## config.mk

```make
export PLATFORM = sky130hd
export DESIGN_NAME = sha256_host_drv
export DESIGN_NICKNAME = d
export VERILOG_FILES = /design/src/rtl/sha256_drv_pkg.sv /design/src/rtl/sha256_drv_wordsel.sv /design/src/rtl/sha256_host_drv.sv
export SDC_FILE = /design/constraint.sdc
export NUM_CORES = 1
export LEC_CHECK = 0
export BUFFER_PORTS_ARGS = -buffer_cell sky130_fd_sc_hd__buf_4
export CORE_MARGIN = 1
export CORE_UTILIZATION = 40
export CTS_CLUSTER_DIAMETER = 120
export CTS_CLUSTER_SIZE = 14
export DETAILED_ROUTE_END_ITERATION = 7
export SETUP_SLACK_MARGIN = 0.4
export SYNTH_ARGS = -nofsm -noshare
export SYNTH_HDL_FRONTEND = slang
export SYNTH_SLANG_ARGS = --single-unit
export TNS_END_PERCENT = 30
```

## constraint.sdc

```tcl
create_clock -name clk -period 3.24 [get_ports clk]
set_input_delay 0.81 -clock clk [delete_from_list [all_inputs] [get_ports clk]]
set_output_delay 0.81 -clock clk [all_outputs]
set_load 0.02 [all_outputs]
```

## src/rtl/sha256_drv_pkg.sv

```systemverilog
`default_nettype none
// -----------------------------------------------------------------------------
// sha256_drv_pkg : shared state encoding and word-count constants. Rev 1.0
// -----------------------------------------------------------------------------
package sha256_drv_pkg;

  localparam int c_block_w  = 512;
  localparam int c_digest_w = 256;
  localparam int c_hw_width = 16;
  localparam int c_ld_words = 32;
  localparam int c_ft_words = 16;
  localparam int c_cnt_w    = 5;

  typedef enum logic [3:0] {
    S_IDLE      = 4'd0,
    S_LD_REQ    = 4'd1,
    S_LD_ACK    = 4'd2,
    S_LD_GAP    = 4'd3,
    S_WAIT_CORE = 4'd4,
    S_FT_REQ    = 4'd5,
    S_FT_ACK    = 4'd6,
    S_FT_GAP    = 4'd7,
    S_DONE      = 4'd8
  } drv_state_t;

endpackage
`default_nettype wire

```

## src/rtl/sha256_drv_wordsel.sv

```systemverilog
`default_nettype none
// -----------------------------------------------------------------------------
// sha256_drv_wordsel : picks halfword idx of a block, most significant first. Rev 1.0
// -----------------------------------------------------------------------------
module sha256_drv_wordsel
  import sha256_drv_pkg::*;
(
  input  logic [c_block_w-1:0]  block,
  input  logic [c_cnt_w-1:0]    idx,
  output logic [c_hw_width-1:0] halfword
);

  logic [c_hw_width-1:0] w_words [c_ld_words];

  for (genvar gi = 0; gi < c_ld_words; gi++) begin : g_split
    assign w_words[gi] = block[c_block_w-1-gi*c_hw_width -: c_hw_width];
  end

  assign halfword = w_words[idx];

endmodule
`default_nettype wire

```

## src/rtl/sha256_host_drv.sv

```systemverilog
`default_nettype none
// -----------------------------------------------------------------------------
// sha256_host_drv : loads a 512-bit block as 32 halfwords, fetches the 16-halfword
// digest. Optional ack watchdog via SHA256_DRV_TIMEOUT_EN. Rev 1.0
// -----------------------------------------------------------------------------
module sha256_host_drv
  import sha256_drv_pkg::*;
#(
  parameter int ACK_TIMEOUT = 64,
  parameter int GAP_CYCLES  = 2
) (
  input  logic                  clk,
  input  logic                  rst_n,
  input  logic                  start,
  input  logic [c_block_w-1:0]  block_data,
  output logic                  load,
  output logic                  fetch,
  output logic [c_hw_width-1:0] idata,
  input  logic                  ack,
  input  logic [c_hw_width-1:0] odata,
  input  logic                  core_busy,
  input  logic                  core_done,
  output logic [c_digest_w-1:0] digest,
  output logic                  digest_valid,
  output logic                  drv_busy,
  output logic                  err
);

`ifdef SHA256_DRV_TIMEOUT_EN
  localparam bit c_tmo_en = 1'b1;
`else
  localparam bit c_tmo_en = 1'b0;
`endif
  localparam int c_tmo_w = $clog2(ACK_TIMEOUT + 1);
  localparam int c_gap_w = $clog2(GAP_CYCLES + 1);

  drv_state_t            r_state;
  logic [c_block_w-1:0]  r_block;
  logic [c_cnt_w-1:0]    r_cnt;
  logic [c_gap_w-1:0]    r_gap;
  logic [c_tmo_w-1:0]    r_tmo;
  logic [c_digest_w-1:0] r_acc;
  logic                  r_err;

  logic [c_block_w-1:0]  w_sel_block;
  logic [c_cnt_w-1:0]    w_sel_idx;
  logic [c_hw_width-1:0] w_hw;
  logic                  w_tmo_hit;

  // The selector always looks one word ahead so idata is ready when load rises.
  assign w_sel_block = (r_state == S_IDLE) ? block_data : r_block;
  assign w_sel_idx   = (r_state == S_IDLE) ? '0 : r_cnt + c_cnt_w'(1);
  assign w_tmo_hit   = c_tmo_en && (r_tmo == c_tmo_w'(ACK_TIMEOUT - 1));
  assign drv_busy    = (r_state != S_IDLE);
  assign err         = c_tmo_en ? r_err : 1'b0;

  sha256_drv_wordsel u_wordsel (
    .block    (w_sel_block),
    .idx      (w_sel_idx),
    .halfword (w_hw)
  );

  always_ff @(posedge clk or negedge rst_n) begin
    if (!rst_n) begin
      r_state      <= S_IDLE;
      r_block      <= '0;
      r_cnt        <= '0;
      r_gap        <= '0;
      r_tmo        <= '0;
      r_acc        <= '0;
      r_err        <= 1'b0;
      load         <= 1'b0;
      fetch        <= 1'b0;
      idata        <= '0;
      digest       <= '0;
      digest_valid <= 1'b0;
    end else begin
      load         <= 1'b0;
      fetch        <= 1'b0;
      digest_valid <= 1'b0;
      case (r_state)
        S_IDLE: begin
          if (start) begin
            r_block <= block_data;
            r_cnt   <= '0;
            r_err   <= 1'b0;
            idata   <= w_hw;
            load    <= 1'b1;
            r_state <= S_LD_REQ;
          end
        end
        S_LD_REQ: begin
          r_tmo   <= '0;
          r_state <= S_LD_ACK;
        end
        S_LD_ACK: begin
          if (ack) begin
            r_state <= S_LD_GAP;
          end else if (w_tmo_hit) begin
            r_err   <= 1'b1;
            r_state <= S_IDLE;
          end else if (c_tmo_en) begin
            r_tmo <= r_tmo + c_tmo_w'(1);
          end
        end
        S_LD_GAP: begin
          if (!core_busy) begin
            if (r_cnt == c_cnt_w'(c_ld_words - 1)) begin
              r_cnt   <= '0;
              r_state <= S_WAIT_CORE;
            end else begin
              r_cnt   <= r_cnt + c_cnt_w'(1);
              idata   <= w_hw;
              load    <= 1'b1;
              r_state <= S_LD_REQ;
            end
          end
        end
        S_WAIT_CORE: begin
          if (core_done) begin
            fetch   <= 1'b1;
            r_state <= S_FT_REQ;
          end
        end
        S_FT_REQ: begin
          r_tmo   <= '0;
          r_state <= S_FT_ACK;
        end
        S_FT_ACK: begin
          if (ack) begin
            r_acc   <= {r_acc[c_digest_w-c_hw_width-1:0], odata};
            r_cnt   <= r_cnt + c_cnt_w'(1);
            r_gap   <= '0;
            r_state <= S_FT_GAP;
          end else if (w_tmo_hit) begin
            r_err   <= 1'b1;
            r_state <= S_IDLE;
          end else if (c_tmo_en) begin
            r_tmo <= r_tmo + c_tmo_w'(1);
          end
        end
        S_FT_GAP: begin
          if (r_gap == c_gap_w'(GAP_CYCLES - 1)) begin
            if (r_cnt == c_cnt_w'(c_ft_words)) begin
              digest       <= r_acc;
              digest_valid <= 1'b1;
              r_state      <= S_DONE;
            end else begin
              fetch   <= 1'b1;
              r_state <= S_FT_REQ;
            end
          end else begin
            r_gap <= r_gap + c_gap_w'(1);
          end
        end
        S_DONE: begin
          r_state <= S_IDLE;
        end
        default: begin
          r_state <= S_IDLE;
        end
      endcase
    end
  end

endmodule
`default_nettype wire

```

# Word-level counts from Yosys, hierarchy flattened
# Index checks and enable logic that the tools add are counted.
[word_totals]
wordCells = 81
output_inout_bits = 277
register_bits = 1054
in_bits = 534
[op_classes]
reduce_logical = 12
bitwise_logic = 1
n_eq_ne = 18
n_mux = 37
magnitude_cmp = 1
add_sub_neg = 2
[op_table]
columns = ["op", "count"]
rows = [
  ["$mux 512", 1],
  ["$bmux 16 s5", 1],
  ["$mux 16", 5],
  ["$pmux 16 s2", 1],
  ["$pmux 4 s8", 1],
  ["$mux 4", 7],
  ["$mux 5", 5],
  ["$eq 4x3->1 const B", 4],
  ["$ne 2x2->1 const B", 8],
  ["$pmux 5 s3", 1],
  ["$eq 5x5->1 const B", 2],
  ["$mux 1", 9],
  ["$eq 4x2->1 const B", 2],
  ["$reduce_and 4->1", 2],
  ["$ge 6x6->1 const B", 1],
  ["$not 5->6", 1],
  ["$reduce_and 3->1", 2],
  ["$reduce_and 6->1", 1],
  ["$add 5x1->5 const B", 1],
  ["$eq 4x1->1 const B", 1],
  ["$logic_not 4->1", 1],
  ["$mux 2", 2],
  ["$pmux 1 s2", 2],
  ["$pmux 2 s2", 1],
  ["7 further kinds", 9],
]

# Longest topological paths before layout
# Gate-level depths: netlist (run 1).
[depth]
depth_word = 9
depth_mapped = 13
depth_no_buf = 11

# Hierarchy
# From an unflattened synthesis (run 1), not the netlist that was laid out.
[hier_totals]
hier_cells = 4521
hier_area_um2 = 50111.8
[modules_own_cells]
columns = ["mod", "seq_area_each_um2", "instances", "cells_per_inst", "area_each_um2"]
rows = [
  ["sha256_host_drv", 26375.3, 1, 3952, 45482.4],
  ["sha256_drv_wordsel", 0.0, 1, 569, 4629.4],
]

# Worst setup path after synthesis (run 1)
# No wires, ideal clock.
[synth_timing]
kind = "reg-to-reg"
start = "register r_cnt[0]"
end = "register idata[8]"
stages_incl_launch_ff = 11
synth_period_minus_slack_ns = 2.783
n_path_buf = 4
required_ns = 3.108
setup_ns = 0.132
arrival_time_ns = 2.652
path_slack_ns = 0.457
cell_sequence = "dfrtp_1 -> buf_4 -> clkinv_1 -> ha_1 -> buf_4 -> buf_4 -> buf_2 -> mux4_2 -> mux2_2 -> o211ai_1 -> nand3_1"
[synth_between]
elab_chain_cells = 9
elab_cells_between_ends = 13
classes_between = "add/sub (1); eq/ne (2); mux (8); bitwise (1); reduce/logical (1)"
[synth_rtl]
columns = ["element", "line", "rtl"]
rows = [
  ["from (decl)", "sha256_host_drv.sv:39", "logic [c_cnt_w-1:0] r_cnt;"],
  ["from (signal assigned)", "sha256_host_drv.sv:112", "r_cnt <= r_cnt + c_cnt_w'(1);"],
  ["from (signal assigned)", "sha256_host_drv.sv:132", "r_cnt <= r_cnt + c_cnt_w'(1);"],
  ["$add 5x1->5", "sha256_host_drv.sv:52", "assign w_sel_idx = (r_state == S_IDLE) ? '0 : r_cnt + c_cnt_w'(1);"],
  ["$mux 5", "sha256_host_drv.sv:52", ""],
  ["$not 5->6 (implied by the code)", "sha256_drv_wordsel.sv:19", "assign halfword = w_words[idx];"],
  ["$bmux 16 s5", "sha256_drv_wordsel.sv:19", ""],
  ["$mux 16 (implied by the code) (2 in series)", "sha256_drv_wordsel.sv:19", ""],
  ["$mux 16", "sha256_host_drv.sv:108", "if (r_cnt == c_cnt_w'(c_ld_words - 1)) begin"],
  ["$mux 16", "sha256_host_drv.sv:107", "if (!core_busy) begin"],
  ["$pmux 16 s2", "sha256_host_drv.sv:81", "case (r_state)"],
  ["to (signal assigned)", "sha256_host_drv.sv:87", "idata <= w_hw;"],
  ["to (signal assigned)", "sha256_host_drv.sv:113", "idata <= w_hw;"],
  ["to (decl)", "sha256_host_drv.sv:18", "output logic [c_hw_width-1:0] idata,"],
]
# Parallel ways exist; a longest one is shown, timed or not. The select of a mux whose other input is x is not followed.
# A chain may end at the register's enable or synchronous reset.

# Worst setup path after layout (run 1)
[layout_timing]
start = "register r_cnt[0]"
end = "register idata[4]"
# Same word-level chain as after synthesis.

==> impl_metrics.toml, run 1 <==
[sta]
fin_hold_ws_ns = 0.0933
tightestPinTransition_ns = 1.08
fmax_mhz = 354
maxSlewHeadroom_pct = 28.3
finalMaxSlewViolations = 0
post-route-min-period_ns = 2.83
period_share_pct = 87.3
hold_violations = 0
setup_viol = 0
tns_ns = 0
grt_setup_unrepaired = "yes"
setup_slack_ns = 0.412
skew_ns = 0.0357

[synthesis]
synth_area_leaders = "dfrtp_1 60%, nand2_1 21%, mux2_2 6.8%"
synth-seq-cells = 1054
synth_top_area_share_pct = 60.3
ys.flop_type = "dfrtp_1"
synth_compound_area_share_pct = 1.51
synthSimpleGateAreaFrac_pct = 21.7
synth_top_family_by_area = "simple AND/OR/NAND/NOR gates"
syn_area_per_cell_um2 = 10.1
ys_seq_area_share_pct = 60.3
synthAdderAreaFrac_pct = 0.114
ys_warn_count = 0
async_flop_share_pct = 100
syn_area_mm2 = 0.0438
synth_edf_count = 0
synth_xor_area_share_pct = 0.117
ys_types = 57
synth.mux.area_fraction_pct = 13.5
yosysTopAreaCell = "dfrtp_1"
synth_nets = 4861
synth_cells = 4323

[die]
pin_count = 811
start_util_pct = 40.6
die_x_um = 333
die-area_mm2 = 0.111
die_h_um = 333
core.rowCount = 120
fp.coreArea_mm2 = 0.108

[worst_setup_path]
r2r_start = "r_cnt[0]"
worst_setup_path_start_kind = "flip-flop"
cpMostUsedCell = "mux4_2"
worstPathMaxFanout = 15
required_ns = 3.78
max_stage_delay_ns = 0.57
critPathArrivalTime_ns = 3.37
crit_path_top_delay_cell = "mux4_2"
crit_path_cell_trace = "clkinv_1 > ha_4 > buf_6 > buf_12 > mux4_2 > mux4_2 > nand2_1 > nand4_1"
path_class = "flip-flop to flip-flop"
cp-startpoint = "r_cnt[0]"
end_kind = "flip-flop"

[global_routing]
grt_pass1_vias = 34000
grtUsageTotal_pct = 26.2
grt_max_degree = 148
grt_overflow = 0
antenna_found_initial = 5
grt_pass1_wl_um = 218000

[cts]
cts-root-buf = "clkbuf_16"
hold_buffers = 0
cts_tree = "done"
htree_levels = 3
cts.reportedPaths.clkPinSlew_ns = 0.07
clock_path_buffers = 3
clock_sinks = 1054
cts_buffers = 85
clk_latency_ns = 0.70

[final_layout]
layout_common_cells = "2401 x nand2_1, 1052 x dfrtp_1, 896 x buf_4"
fin_nets = 5650
layout_commonest_cell = "nand2_1"
final.fill_count = 10000
layout-drive-gt1-share_pct = 28.7
syn_to_final_growth_pct = 24.9

[detailed_routing]
drtPass1Iterations = 5
post_drt_wl_per_cell_um = 22.3
drc = 0
num_vias = 33500
ant_nets = 0
viasPerCell = 5.13
routed_wirelength_um = 146000
drt_iter0_markers = 2836

[placement]
io_buffers = 809
dp.final_hpwl_um = 107000
gp_congestion = 0.871
pre_cts_ws_ns = -0.126

[pwr]
finalPower_mw = 41.9
ir_drop_mv = 0.555
p_leak_nw = 29.4
power_density_mw_per_mm2 = 767

[min_path]
hp-class = "input pin to async pin"

[job]
max-cap-violations = 0

[run_status]
status = "complete, no violations"
logic make-up after synthesis:
family                     Yosys count
DFF                               1054
muxes                              403
other                                1
buffers and inverters              263
AOI/OAI and AO/OA                   98
adders and majority gates            4
xor gates and xnor gates             5
and+or+nand+nor                   2495
cells in the mapped netlist (all sizes together), types with 11 or more instances:
master / number
clkbuf: 86
mux4: 123
o21ai: 21
buf: 167
a31oi: 11
dfrtp: 1054
mux2: 265
nor2: 28
nand2: 2402
a21oi: 21
mux2i: 15
nand3: 33
path summary, 6_finish.rpt:
path	endpoint	slack, ns	cells after the start
worst max-delay path	idata[4]	0.41	8
worst min-delay path	r_block[153]	0.09	1
worst max register to register	idata[4]	0.41	8
worst min register to register	r_block[118]	0.47	2
max in group asynchronous	digest[244]	2.00	3
min in group clk	r_block[327]	0.31	3
metal layers:
| metal | vias to the layer above | share of wire (%) | routed length, µm | track usage (%) |
|---|---|---|---|---|
| li1 | 15400 | - | - | - |
| met1 | 16700 | 41 | 59900 | 34.5 |
| met2 | 1169 | 48 | 69400 | 42.0 |
| met3 | 213 | 7.2 | 10600 | 6.12 |
| met4 | 4 | 3.9 | 5710 | 9.70 |
| met5 | - | 0.011 | 16 | 0 |
registers in the layout, indices dropped and copies added, names as in the netlist:
register / count
r_cnt: 5
r_gap: 2
r_state: 4
digest: 256
fetch: 1
load: 1
r_block: 512
r_acc: 256
digest_valid: 1
idata: 16
final cells by class:
type	instances	area (µm²)	area share, %
Sequential cell	1054	26400	48.2
Antenna cell	1	2.50	0.00458
Clock inverter	8	151	0.277
Inverter	10	42.5	0.0778
Timing Repair Buffer	955	7860	14.4
Tap cell	1403	1760	3.21
Clock buffer	87	2140	3.92
Multi-Input combinational cell	3006	16300	29.9
power by group:
part	switching, mW	leakage (nW)	total (mW)	internal [mW]
sequential	1.90	13.9	18.1	16.2
combinational	7.59	14.3	14.2	6.61
clock	4.83	1.12	9.58	4.75
metrics by stage:
| stage | util (%) | instance area [µm²] | std cells |
|---|---|---|---|
| floorplan | - | 43800 | 4323 |
| global placement | 48.2 | 52000 | 6402 |
| detailed placement | 48.2 | 52000 | 6402 |
| CTS | 50.5 | 54400 | 6506 |
| global route | 50.7 | 54700 | 6524 |
| finish | 50.7 | 54700 | 6524 |
worst max-delay path: cells and delay by family (launching register included):
family	cells	cell delay (ns)
buffers and inverters	3	0.47
adder cells (fa/ha/maj)	1	0.32
flip-flops	1	0.45
AND/OR/NAND/NOR	2	0.31
multiplexers	2	1.11
timing repair:
item / 4_1_cts / 5_1_grt
gates cloned: 0 / 1
resized for setup: 7 / 23
setup endpoints to repair: 18 / 39
buffers inserted: 9 / 16
pin swaps: 2 / 6
Note: power is estimated with default switching activity, not from simulation.
==> run 2, diff against run 1 <==
==> constraint.sdc (replaced) <==
create_clock -name clk -period 2.5 [get_ports clk]
set_input_delay 0.625 -clock clk [delete_from_list [all_inputs] [get_ports clk]]
set_output_delay 0.625 -clock clk [all_outputs]
set_load 0.02 [all_outputs]
==> impl_metrics.toml, run 2 (same netlist as run 1, synthesis figures left out) <==
[sta]
post-route-min-period_ns = 2.63
fmax_mhz = 380
grt_setup_unrepaired = "yes"
maxSlewHeadroom_pct = 49.9
period_share_pct = 105
fin_hold_ws_ns = 0.122
tightestPinTransition_ns = 0.751
hold_violations = 0
finalMaxSlewViolations = 0
setup_viol = 13
setup_slack_ns = -0.129
skew_ns = 0.0345

[pwr]
ir_drop_mv = 0.636
power_density_mw_per_mm2 = 963
p_leak_nw = 31.8

[final_layout]
layout-drive-gt1-share_pct = 35.0
layout_commonest_cell = "nand2_1"
layout_common_cells = "2232 x nand2_1, 1052 x dfrtp_1, 942 x buf_4"
regMostFlops = "r_block"
largest_reg_flops = 512
syn_to_final_growth_pct = 36.4
final_cells = 6700
final.fill_count = 9365
fin_nets = 5820
fin_util_pct = 55.4
top_regs = "r_block x512, digest x256, r_acc x256"

[cts]
clk_latency_ns = 0.69
cts_buffers = 85
cts-root-buf = "clkbuf_16"
clock_sinks = 1054
clock_path_buffers = 3
htree_levels = 3
cts_tree = "done"
cts.reportedPaths.clkPinSlew_ns = 0.07

[min_path]
hp-class = "input pin to flip-flop"
hold_end = "r_block[337]"
worstHoldStart = "block_data[337]"
min_path_cells = 3

[worst_setup_path]
required_ns = 3.06
worst_setup_path_start_kind = "flip-flop"
path_class = "flip-flop to flip-flop"
r2r_start = "r_cnt[0]"
r2r_setup_slack_ns = -0.13
reg2reg_depth = 10
end_kind = "flip-flop"
critPathArrivalTime_ns = 3.19
worstPathMaxFanout = 6
rr_endpoint = "idata[5]"

[run_status]
violations = "negative setup slack"
status = "finished with violations"

[detailed_routing]
drc = 0
drtPass1Iterations = 6
num_vias = 34800
drt_iter0_markers = 2961
viasPerCell = 5.20
ant_nets = 0
post_drt_wl_per_cell_um = 23.3
routed_wirelength_um = 156000

[die]
die_h_um = 333
die-area_mm2 = 0.111
pin_count = 811
start_util_pct = 40.6
core.rowCount = 120
fp.coreArea_mm2 = 0.108
die_x_um = 333

[global_routing]
grt_overflow = 0
grt_pass1_vias = 35600
grtUsageTotal_pct = 27.3
antenna_found_initial = 6
grt_pass1_wl_um = 229000
grt_max_degree = 132

[placement]
dp_cells = 6478
io_buffers = 809
gp_congestion = 0.925
dp.final_hpwl_um = 109000

[job]
max-cap-violations = 0
[run 2: what timing repair did]
item	CTS	global route
pin swaps	78	27
gates cloned	24	23
gates resized for setup	510	212
hold buffers	1	0
setup buffers	50	22
setup endpoints to repair	343	924
hold endpoints to repair	21	0
[run 2: through the flow]
step           setup slack [ns]  area (µm²)  total power, mW  setup TNS, ns
2_1_floorplan            0.0995       43900             34.3              0
3_3_place_gp             -0.263       52800             41.3          -1.81
3_5_place_dp             -0.277       52800             41.6          -2.46
4_1_cts                 -0.0825       58100             56.9         -0.447
5_1_grt                  -0.165       59700             60.2          -1.80
6_report                 -0.129       59700             57.4         -0.766
[run 2: layout make-up]
class                      instances  area [µm²]  share of cell area [%]
sequential                      1054       26400                    44.2
multi-input combinational       3007       18400                    30.8
timing repair buffer            1119       10700                    17.9
clock buffer                      88        2160                    3.62
tap                             1403        1760                    2.94
timing repair inverter             5         126                   0.212
clock inverter                     9         109                   0.182
inverter                          10        66.3                   0.111
antenna                            5        12.5                  0.0210
[run 2: critical path: stages, from the launching register on]
cell and delay (ns):
dfrtp_4 0.47, clkinv_8 0.06, ha_4 0.31, buf_12 0.16, buf_12 0.11, buf_16 0.11, mux4_2 0.52, mux2i_2 0.21
o22ai_2 0.12, a211oi_2 0.32, o21ai_1 0.10
[run 2: per-layer routing]
layer | GRT usage (%) | vias to the layer above | share of wire [%]
li1 | - | 15700 | -
met1 | 36.4 | 17500 | 41
met2 | 43.4 | 1326 | 47
met3 | 5.94 | 262 | 7.3
met4 | 11.3 | 2 | 4.3
met5 | 0 | - | 0.0051
[run 2: worst max path at each step]
stage | cells after the start | endpoint | start | slack, ns
6_report | 10 | idata[5] | r_cnt[0] | -0.13
5_1_grt | 10 | idata[15] | r_cnt[0] | -0.17
4_1_cts | 12 | idata[11] | r_cnt[0] | -0.08
3_5_place_dp | 8 | idata[5] | r_cnt[0] | -0.28
3_3_place_gp | 8 | idata[5] | r_cnt[0] | -0.26
2_1_floorplan | 11 | idata[2] | r_cnt[0] | 0.1
[run 2: power breakdown]
| group | internal, mW | total (mW) | switching [mW] |
|---|---|---|---|
| Clock | 6.15 | 12.4 | 6.25 |
| Combinational | 10.8 | 21.4 | 10.6 |
| Sequential | 21.0 | 23.7 | 2.63 |
